File: src/rtl/wbm_seq.sv
// wbm_seq: Wishbone classic master issuing single/burst read/write cycles
// with per-beat ack and ack-release timeouts.
module wbm_seq #(
  parameter int DATA_WIDTH = 32,
  parameter int ADDR_WIDTH = 8,
  parameter int LEN_WIDTH  = 8,
  parameter int TIMEOUT    = 64
) (
  input  logic                  wbm_clk_i,
  input  logic                  wbm_rst_n_i,
  input  logic                  cmd_valid_i,
  output logic                  cmd_ready_o,
  input  logic                  cmd_we_i,
  input  logic [ADDR_WIDTH-1:0] cmd_addr_i,
  input  logic [LEN_WIDTH-1:0]  cmd_len_i,
  input  logic [DATA_WIDTH-1:0] wdat_i,
  output logic                  wdat_take_o,
  output logic [DATA_WIDTH-1:0] rdat_o,
  output logic                  rdat_valid_o,
  output logic                  done_o,
  output logic                  err_o,
  output logic                  wbm_cyc_o,
  output logic                  wbm_stb_o,
  output logic                  wbm_we_o,
  output logic [3:0]            wbm_sel_o,
  output logic [ADDR_WIDTH-1:0] wbm_adr_o,
  output logic [DATA_WIDTH-1:0] wbm_dat_o,
  input  logic [DATA_WIDTH-1:0] wbm_dat_i,
  input  logic                  wbm_ack_i
);
  localparam int TW = $clog2(TIMEOUT) + 1;
  typedef enum logic [2:0] {IDLE, REQ, RELEASE, FINISH, ABORT} state_t;
  state_t                state_q, state_d;
  logic                  we_q, we_d;
  logic [ADDR_WIDTH-1:0] adr_q, adr_d;
  logic [LEN_WIDTH-1:0]  rem_q, rem_d;
  logic [DATA_WIDTH-1:0] dat_q, dat_d;
  logic [DATA_WIDTH-1:0] rdat_q, rdat_d;
  logic                  rvld_q, rvld_d;
  logic [TW-1:0]         tmr_q, tmr_d;
  logic                  take;
  always_ff @(posedge wbm_clk_i or negedge wbm_rst_n_i) begin
    if (!wbm_rst_n_i) begin
      state_q <= IDLE;
      we_q    <= 1'b0;
      adr_q   <= '0;
      rem_q   <= '0;
      dat_q   <= '0;
      rdat_q  <= '0;
      rvld_q  <= 1'b0;
      tmr_q   <= '0;
    end else begin
      state_q <= state_d;
      we_q    <= we_d;
      adr_q   <= adr_d;
      rem_q   <= rem_d;
      dat_q   <= dat_d;
      rdat_q  <= rdat_d;
      rvld_q  <= rvld_d;
      tmr_q   <= tmr_d;
    end
  end
  always_comb begin
    state_d = state_q;
    we_d    = we_q;
    adr_d   = adr_q;
    rem_d   = rem_q;
    dat_d   = dat_q;
    rdat_d  = rdat_q;
    rvld_d  = 1'b0;
    tmr_d   = &tmr_q ? tmr_q : tmr_q + TW'(1);
    take    = 1'b0;
    case (state_q)
      IDLE: begin
        tmr_d = '0;
        if (cmd_valid_i) begin
          state_d = REQ;
          we_d    = cmd_we_i;
          adr_d   = cmd_addr_i;
          rem_d   = cmd_len_i;
          take    = cmd_we_i;
          dat_d   = cmd_we_i ? wdat_i : dat_q;
        end
      end
      REQ: begin
        if (wbm_ack_i) begin
          state_d = RELEASE;
          tmr_d   = '0;
          rdat_d  = we_q ? rdat_q : wbm_dat_i;
          rvld_d  = !we_q;
        end else if (tmr_q == TW'(TIMEOUT - 1)) begin
          state_d = ABORT;
        end
      end
      RELEASE: begin
        // the slave keeps ack high until it has seen stb low
        if (!wbm_ack_i) begin
          tmr_d = '0;
          if (rem_q == '0) begin
            state_d = FINISH;
          end else begin
            state_d = REQ;
            rem_d   = rem_q - LEN_WIDTH'(1);
            adr_d   = adr_q + ADDR_WIDTH'(1);
            take    = we_q;
            dat_d   = we_q ? wdat_i : dat_q;
          end
        end else if (tmr_q == TW'(TIMEOUT - 1)) begin
          state_d = ABORT;
        end
      end
      default: state_d = IDLE;
    endcase
  end
  assign cmd_ready_o  = state_q == IDLE;
  assign wdat_take_o  = take & wbm_rst_n_i;
  assign rdat_o       = rdat_q;
  assign rdat_valid_o = rvld_q;
  assign done_o       = state_q == FINISH || state_q == ABORT;
  assign err_o        = state_q == ABORT;
  assign wbm_stb_o    = state_q == REQ;
  assign wbm_cyc_o    = state_q == REQ || state_q == RELEASE;
  assign wbm_we_o     = we_q & wbm_cyc_o;
  assign wbm_sel_o    = {4{wbm_stb_o}};
  assign wbm_adr_o    = adr_q;
  assign wbm_dat_o    = dat_q;
endmodule

File: config.mk
export PLATFORM = sky130hd
export DESIGN_NAME = wbm_seq
export DESIGN_NICKNAME = d
export VERILOG_FILES = /design/src/rtl/wbm_seq.sv
export SDC_FILE = /design/constraint.sdc
export NUM_CORES = 1
export LEC_CHECK = 0
export ABC_AREA = 1
export BUFFER_PORTS_ARGS = -buffer_cell sky130_fd_sc_hd__buf_2
export CAP_MARGIN = 10
export CORE_MARGIN = 4
export CORE_UTILIZATION = 53
export CTS_CLUSTER_DIAMETER = 50
export CTS_CLUSTER_SIZE = 30
export DETAILED_ROUTE_END_ITERATION = 10
export GPL_ROUTABILITY_DRIVEN = 0
export PLACE_DENSITY = 0.86
export SYNTH_ARGS = -nofsm -noshare
export SYNTH_HDL_FRONTEND = slang
export SYNTH_SLANG_ARGS = --single-unit
File: constraint.sdc
create_clock -name wbm_clk_i -period 3.3 [get_ports wbm_clk_i]
set_input_delay 0.33 -clock wbm_clk_i [delete_from_list [all_inputs] [get_ports wbm_clk_i]]
set_output_delay 0.33 -clock wbm_clk_i [all_outputs]
set_load 0.01 [all_outputs]
==> results of run 1 <==
-- sequential cells by signal, indices dropped and copies added, names as in the netlist --
signal,flops
state_q,3
we_q,1
wbm_adr_o,8
rem_q,8
tmr_q,7
rdat_valid_o,1
wbm_dat_o,32
rdat_o,32
-- worst reg2reg max path, delay by kind of cell (launching register included) --
kind          cells  cell delay [ns]
simple gates      6             2.10
flops             1             0.39
buf+inv           1             0.10
-- layer usage --
metal	wire length [um]	vias up	part of all wire [%]	track usage [%]
met4	176	0	1.6	7.25
li1	-	2045	-	-
met2	5510	178	49	39.4
met1	4430	1868	40	29.0
met3	1030	14	9.2	6.58
met5	0	-	0	0
-- cell usage after synthesis, drive strengths merged --
library cell  number
nand2            287
dfrtp             92
nand3             55
inv               36
nor2              31
buf               21
o21ai             13
a21oi              4
ha                 4
clkbuf             3
nand4              3
nor3               2
nor3b              2
o22ai              2
or2                2
a21boi             1
o21a               1
o21bai             1
xor2               1
-- worst max-delay path by stage --
stage | start | to | slack (ns) | depth (start not counted)
after CTS | state_q[0] | wdat_take_o | 0.46 | 6
after floorplan | rem_q[0] | wdat_take_o | 1.68 | 6
final | state_q[0] | wdat_take_o | 0.47 | 6
after detailed placement | state_q[0] | wbm_dat_o[24] | 0.68 | 7
after global placement | state_q[0] | wbm_dat_o[11] | 0.80 | 7
after global routing | state_q[0] | wdat_take_o | 0.24 | 6
-- cell families (layout without fill, tap and decap cells) --
kind of cell | after synthesis | after routing
AND/OR/NAND/NOR | 382 | 382
flip-flops | 92 | 92
buffers and inverters | 60 | 223
AO/OA/AOI/OAI | 22 | 22
adder cells (fa/ha/maj) | 4 | 4
XOR/XNOR | 1 | 1
-- repair_timing --
| action | CTS | global route |
|---|---|---|
| endpoints found under the hold margin | 28 | 0 |
| resized for setup | 0 | 0 |
| hold buffers | 1 | 0 |
-- stage by stage --
step | area (sq um) | std cells | hold slack (ns) | power (mW)
floorplan | 4350 | 561 | 0.0344 | 3.34
global placement | 5180 | 809 | 0.277 | 4.03
detailed placement | 5180 | 809 | 0.278 | 4.12
CTS | 5370 | 826 | 0.134 | 4.85
global route | 5370 | 826 | 0.141 | 5.23
finish | 5370 | 826 | 0.154 | 4.80
-- report_power, final --
part / switching (mW) / leakage [nW] / internal, mW
clock: 0.422 / 0.0858 / 0.288
sequential: 0.353 / 1.16 / 1.61
combinational: 1.32 / 1.99 / 0.810
total: 2.09 / 3.24 / 2.71
-- cell type report --
cell class	instances	area [sq um]	area share, %
Timing Repair Buffer	171	868	16.2
Tap cell	102	128	2.38
Inverter	36	135	2.52
Clock inverter	6	52.6	0.979
Sequential cell	92	2300	42.9
Multi-Input combinational cell	409	1760	32.7
Clock buffer	10	128	2.38
==> flow_summary_export.csv, run 1 <==
group,metric,value,unit
status,outcome,"complete, no violations",
finish,fin_util,68.4,%
setup_path,critPathArrivalTime,2.50,ns
timing,hold_violations,0,
timing,tightest_slew,0.885,ns
clocking,clk_pin_slew_worst_paths,0.10,ns
timing,fin_ws,0.474,ns
drt,avgViaCountPerCell,4.97,
floorplanning,die_x,98.5,um
setup_path,r2r_end,"wbm_dat_o[24]",
drt,dr.pass1.iters,4,
drt,drt_iter0_markers,168,
synth,netlist_top_cells_area,"dfrtp_1 (53%), nand2_1 (24%), nand3_1 (6.2%)",
synth,synth_mux_area_share,0,%
floorplanning,io_pins,169,
floorplanning,fp.dieH,98.5,um
clocking,clock_latency,0.36,ns
synth,ys_ff_latch,92,
grt,grt_usage,23.3,%
setup_path,rr_worst_depth,7,
timing,tns,0,ns
timing,fin_worst_skew,0.0133,ns
grt,grt_max_degree,65,
setup_path,crit_fanout,34,
synth,synth_warnings,0,
timing,slew_headroom,40.8,%
synth,synthesis.nets,650,
setup_path,slowest_stage,"nand4_2",
grt,grt_pass1_wl,18600,um
timing,max_clock_freq,0.354,GHz
worst_hold_path,hold_start,"wbm_dat_i[14]",
setup_path,cp.required,2.97,ns
worst_hold_path,whs_endpoint,"rdat_o[14]",
timing,period_needed,2.83,ns
floorplanning,num_rows,32,
synth,ys_seq_area_share,53.0,%
drt,routed_wl,11100,um
clocking,cts_tree,"done",
finish,n_fill_cell,690,
clocking,clkSinkCount,92,
synth,ys_types,29,
grt,grt_pass1_vias,4106,
clocking,cts_buffer_depth,2,
drt,wl_per_cell,13.5,um
setup_path,cp_top_family,"simple AND/OR/NAND/NOR gates",
finish,final_common_cell,"nand2_1",
finish,final_nets,808,
synth,yosys.area.top_type,"dfrtp_1",
clocking,htreeDepth,3,
place,pre_cts_slack,0.684,ns
clocking,root_buffer,"clkbuf_8",
timing,setup_viol,0,
power,power_density,895,mW/mm^2
setup_path,reg2reg_from,"state_q[0]",
finish,layout_common_cells,"nand2_1 (283), buf_2 (167), dfrtp_1 (92)",
setup_path,cp_num_buf_inv,2,
synth,synthCells,561,
finish,antenna-diode-count,0,
synth,syn_area_per_cell,7.75,sq um
floorplanning,coreArea,0.00785,sq mm
synth,synth_top_area_share,53.0,%
timing,period_share,85.6,%
setup_path,worst_setup_path_start_kind,"flop",
drt,drc_errors,0,
finish,post_route_cells_drive_above_1_share,27.8,%
grt,grt.overflow.total,0,
place,io_buffer_count,168,
power,vdd.ir_drop.worst,511,uV
timing,grt_setup_unrepaired,"no",
setup_path,worstSetupPathType,"reg -> out",
setup_path,r2r_slack,0.64,ns
synth,synth_compound_area_share,2.76,%
worst_hold_path,whs_path_depth,3,
clocking,post_cts_buffers,0,
timing,finalMaxSlewViolations,0,
synth,syn_area,0.00435,sq mm
setup_path,critPathCaptureType,"output port",
synth,yosys.area_share.adder,1.15,%
place,dp.final_hpwl,8180,um
synth,yosys.area_share.simple,36.3,%
drt,num_vias,4105,
setup_path,slowest_delay,0.73,ns
power,leakage,3.24,nW
grt,antenna_found_initial,0,
drt,drtAntennaViolNets,0,
clocking,cts_buffers,9,
finish,areaGrowthSynthToFinish,23.6,%
synth,synth_top_family_by_area,"simple AND/OR/NAND/NOR gates",
floorplanning,start_util,55.4,%
worst_hold_path,hold_class,"in -> reg",
run,cap_viol_max_count,0,
setup_path,path_cells,"inv_1 > nand2_2 > nor2_8 > nand4_2 > a21boi_0 > buf_2",
synth,synthXorXnorAreaFrac,0.202,%
floorplanning,die-area,0.00971,sq mm
No activity file was read; power rests on OpenSTA's default activity.
==> run 2, diff against run 1 <==
Settings changed: MAX_ROUTING_LAYER set to met4.
Clock period 3.3 ns to 3.6 ns, I/O delays scaled along.
==> flow_summary_export.csv, run 2 (synthesis results as in run 1) <==
group,metric,value,unit
status,outcome,"complete, no violations",
drt,drc_errors,0,
worst_hold_path,whs_path_depth,3,
power,intPower,2.55,mW
drt,drtAntennaViolNets,0,
setup_path,critPathArrivalTime,2.08,ns
finish,layout_common_cells,"nand2_1 (283), buf_2 (167), dfrtp_1 (92)",
run,cap_viol_max_count,0,
drt,drt_iter0_markers,174,
setup_path,crit_fanout,34,
finish,antenna-diode-count,0,
finish,design_area,0.00540,sq mm
timing,fin_worst_skew,0.0130,ns
floorplanning,die_x,98.5,um
setup_path,r2r_end,"wbm_dat_o[31]",
timing,slew_headroom,47.7,%
worst_hold_path,hold_start,"wbm_dat_i[22]",
clocking,htreeDepth,3,
timing,max_clock_freq,0.409,GHz
grt,grt_pass1_vias,4071,
setup_path,crit_start,"rem_q[0]",
place,io_buffer_count,168,
setup_path,worst_setup_path_start_kind,"flop",
setup_path,reg2reg_from,"rem_q[0]",
power,clockPowerShare,15.7,%
power,seqPwrFrac,40.6,%
floorplanning,num_rows,32,
finish,n_fill_cell,664,
drt,routed_wl,10800,um
worst_hold_path,hold_class,"in -> reg",
clocking,cts_buffers,9,
place,placed_cell_area,0.00519,sq mm
grt,grt_max_degree,65,
timing,tightest_slew,0.784,ns
setup_path,cp.required,3.24,ns
drt,dr.pass1.iters,5,
floorplanning,start_util,55.4,%
finish,post_route_cells_drive_above_1_share,27.9,%
grt,grt_pass1_wl,18300,um
grt,antenna_found_initial,0,
place,pre_cts_slack,1.40,ns
clocking,clkSinkCount,92,
clocking,cts_tree,"done",
clocking,cts_hold_buf,1,
floorplanning,coreArea,0.00785,sq mm
setup_path,r2r_slack,1.40,ns
power,switching_share,42.6,%
clocking,root_buffer,"clkbuf_8",
power,switching_power,1.89,mW
power,leakage,3.26,nW
clocking,clk_pin_slew_worst_paths,0.10,ns
drt,wl_per_cell,13.1,um
timing,hold_ws,0.190,ns
power,vdd.ir_drop.worst,411,uV
timing,hold_violations,0,
timing,tns,0,ns
grt,grt_usage,23.5,%
clocking,cts_buffer_depth,2,
floorplanning,die-area,0.00971,sq mm
power,p_comb_share,43.7,%
clocking,cts.repair.resized,0,
finish,final_nets,809,
floorplanning,fp.dieH,98.5,um
power,power_density,823,mW/mm^2
worst_hold_path,whs_endpoint,"rdat_o[22]",
finish,final_common_cell,"nand2_1",
timing,setup_viol,0,
timing,period_needed,2.44,ns
timing,period_share,67.8,%
drt,avgViaCountPerCell,5.01,
clocking,clock_latency,0.36,ns
finish,areaGrowthSynthToFinish,24.2,%
setup_path,rr_worst_depth,9,
setup_path,worstSetupPathType,"reg -> out",
grt,grt.overflow.total,0,
clocking,post_cts_buffers,0,
timing,finalMaxSlewViolations,0,
drt,num_vias,4143,
place,dp.final_hpwl,8060,um
timing,grt_setup_unrepaired,"no",
setup_path,critPathCaptureType,"output port",
timing,fin_ws,1.16,ns
floorplanning,io_pins,169,
==> run 2: cell count changes in the layout (fill, tap and decap cells not counted), sizes merged <==
cell,change
clkinv,+2
inv,-2
buf,+1
clkinvlp,-1
bufinv,+1
==> run 2: area by class of cell <==
cell class | instances | area, sq um | area share [%]
Multi-Input combinational cell | 409 | 1760 | 32.6
Inverter | 36 | 135 | 2.50
Clock buffer | 10 | 128 | 2.36
Timing Repair Buffer | 172 | 876 | 16.2
Sequential cell | 92 | 2300 | 42.7
Tap cell | 102 | 128 | 2.36
Clock inverter | 6 | 71.3 | 1.32
==> run 2: worst max-delay path: stages (launching register included) <==
cell	delay, ns
dfrtp_1	0.42
inv_1	0.11
ha_1	0.15
nor3b_1	0.23
nand2_1	0.12
nand4_2	0.08
buf_4	0.31
a21boi_0	0.13
buf_2	0.17
==> run 2: worst max-delay path by stage <==
stage	endpoint	slack, ns	cells after the start
2_1_floorplan	wdat_take_o	1.95	6
3_3_place_gp	wbm_dat_o[13]	1.46	9
3_5_place_dp	wbm_dat_o[31]	1.40	9
4_1_cts	wdat_take_o	1.14	8
5_1_grt	wdat_take_o	0.91	6
6_report	wdat_take_o	1.16	8
==> run 2: power groups by stage <==
stage	Sequential, mW	Clock [mW]	Combinational (mW)
5_1_grt	1.86	0.753	2.21
4_1_cts	1.80	0.713	1.98
2_1_floorplan	1.95	0	1.12
6_report	1.80	0.698	1.94
3_5_place_dp	1.80	0	1.97
3_3_place_gp	1.80	0	1.90
==> run 2: per-layer routing <==
layer | wire length, um | up-vias | part of all wire [%] | global-route usage [%]
li1 | - | 2052 | - | -
met1 | 4480 | 1920 | 41 | 29.3
met2 | 5220 | 149 | 48 | 38.4
met3 | 849 | 22 | 7.9 | 4.88
met4 | 252 | 0 | 2.3 | 7.67
met5 | 0 | - | 0 | -
==> run 2: stage by stage <==
step / util, % / power, mW / instances
2_1_floorplan: - / 3.06 / 561
3_3_place_gp: 66.1 / 3.70 / 810
3_5_place_dp: 66.1 / 3.78 / 810
4_1_cts: 68.8 / 4.49 / 827
5_1_grt: 68.8 / 4.82 / 827
6_report: 68.8 / 4.44 / 827
==> run 3, diff against run 2 <==
Settings changed: CORE_UTILIZATION 53 to 44, PLACE_DENSITY 0.86 to 0.76.
Clock period 3.6 ns to 2.2 ns, I/O delays scaled along.
==> flow_summary_export.csv, run 3 (synthesis results as in run 1) <==
group,metric,value,unit
place,pre_cts_slack,0.355,ns
timing,period_needed,2.08,ns
setup_path,worstSetupPathType,"reg -> out",
place,dp.final_hpwl,8230,um
setup_path,path_cells,"inv_1 > ha_1 > nor3b_1 > nand2_1 > nand4_2 > a21boi_0 > buf_2",
floorplanning,fp.dieH,107,um
finish,layout_common_cells,"nand2_1 (283), buf_2 (167), dfrtp_1 (92)",
setup_path,critPathArrivalTime,1.86,ns
floorplanning,num_rows,36,
clocking,post_cts_buffers,0,
floorplanning,coreArea,0.00968,sq mm
timing,fin_ws,0.120,ns
setup_path,slowest_delay,0.39,ns
clocking,clkSinkCount,92,
timing,tightest_slew,0.546,ns
status,outcome,"complete, no violations",
clocking,root_buffer,"clkbuf_8",
timing,setup_viol,0,
timing,period_share,94.5,%
drt,num_vias,4135,
setup_path,crit_fanout,4,
timing,finalMaxSlewViolations,0,
timing,slew_headroom,63.6,%
setup_path,cp.required,1.98,ns
finish,antenna-diode-count,0,
grt,gr-max-usage-layer,"met2",
clocking,htreeDepth,3,
setup_path,worst_setup_path_start_kind,"flop",
grt,grt_usage,20.5,%
drt,drtAntennaViolNets,0,
power,finalPower,7.26,mW
setup_path,slowest_stage,"dfrtp_1",
finish,post_route_cells_drive_above_1_share,28.7,%
worst_hold_path,hold_class,"in -> reg",
clocking,cts_buffer_depth,2,
place,io_buffer_count,168,
floorplanning,die-area,0.0115,sq mm
drt,wl_per_cell,13.1,um
clocking,clock_latency,0.36,ns
grt,grt_pass1_wl,18400,um
setup_path,critPathCaptureType,"output port",
drt,dr.pass1.iters,4,
finish,final_nets,815,
drt,avgViaCountPerCell,4.79,
clocking,cts_tree,"done",
timing,fin_worst_skew,0.0124,ns
grt,grt_max_degree,93,
power,vdd.ir_drop.worst,630,uV
grt,use_met3,3.60,%
timing,tns,0,ns
drt,drt_iter0_markers,230,
power,leakage,3.27,nW
timing,max_clock_freq,0.481,GHz
clocking,cts_buffers,9,
drt,drc_errors,0,
power,power_density,1320,mW/mm^2
floorplanning,die_x,107,um
grt,grt_pass1_vias,3962,
floorplanning,io_pins,169,
floorplanning,start_util,44.9,%
clocking,clk_pin_slew_worst_paths,0.10,ns
finish,areaGrowthSynthToFinish,26.1,%
finish,final_common_cell,"nand2_1",
grt,grtUsageMet1,27.4,%
grt,grt.overflow.total,0,
grt,grtUsageMet2,31.7,%
drt,routed_wl,11300,um
grt,antenna_found_initial,0,
timing,hold_violations,0,
run,cap_viol_max_count,0,
timing,grt_setup_unrepaired,"no",
[run 3: cell types whose count changed in the layout (fill, tap and decap cells not counted), sizes merged]
cell	delta
buf	+5
clkinvlp	+4
bufinv	-1
clkinv	-1
inv	-1
[run 3: per-stage QoR]
stage          std cells  hold WS (ns)  utilization [%]  instance area [sq um]
5_1_grt              864        0.0332             56.6                   5480
2_1_floorplan        561       -0.0756                -                   4350
3_3_place_gp         846         0.345             54.5                   5280
6_report             864        0.0417             56.6                   5480
3_5_place_dp         846         0.349             54.5                   5280
4_1_cts              863        0.0238             56.5                   5470
[run 3: path summary, 6_finish.rpt]
kind / start / endpoint / slack [ns] / cells past startpoint
max: rem_q[0] / wdat_take_o / 0.12 / 7
max in group asynchronous: wbm_rst_n_i / rdat_o[20] / 1.35 / 3
min: wdat_i[6] / wbm_dat_o[6] / 0.04 / 3
min in group asynchronous: wbm_rst_n_i / rem_q[5] / 0.48 / 3
max reg2reg: rem_q[0] / wbm_dat_o[5] / 0.37 / 8
min reg2reg: rdat_o[23] / rdat_o[23] / 0.48 / 2
[run 3: critical path: cells and delay by family, from the launching register on]
kind / cells / cell delay (ns)
DFF: 1 / 0.39
and+or+nand+nor: 3 / 0.38
AOI/OAI and AO/OA: 1 / 0.28
buffers and inverters: 2 / 0.27
adders and majority gates: 1 / 0.19
[run 3: layer usage]
layer / routed length (um) / part of all wire [%]
met1: 4840 / 43
met2: 5460 / 48
met3: 837 / 7.4
met4: 167 / 1.5
met5: 0 / 0
[run 3: layout make-up]
class / count / area (sq um)
timing repair buffer: 177 / 926
sequential: 92 / 2300
fill: 898 / 4210
clock inverter: 6 / 45.0
inverter: 36 / 139
multi-input combinational: 409 / 1760
timing repair inverter: 1 / 5.00
clock buffer: 10 / 138
tap: 133 / 166
[run 3: power by group]
| group | internal [mW] | switching (mW) | leakage [nW] |
|---|---|---|---|
| clock network | 0.448 | 0.619 | 0.0853 |
| logic | 1.25 | 1.99 | 2.02 |
| registers | 2.42 | 0.521 | 1.16 |
| total | 4.12 | 3.13 | 3.27 |
[run 3: timing repair]
| item | 4_1_cts | 5_1_grt |
|---|---|---|
| endpoints found under the setup margin | 0 | 1 |
| resized for setup | 0 | 1 |
| hold endpoints to repair | 92 | 0 |
| hold buffers | 1 | 0 |
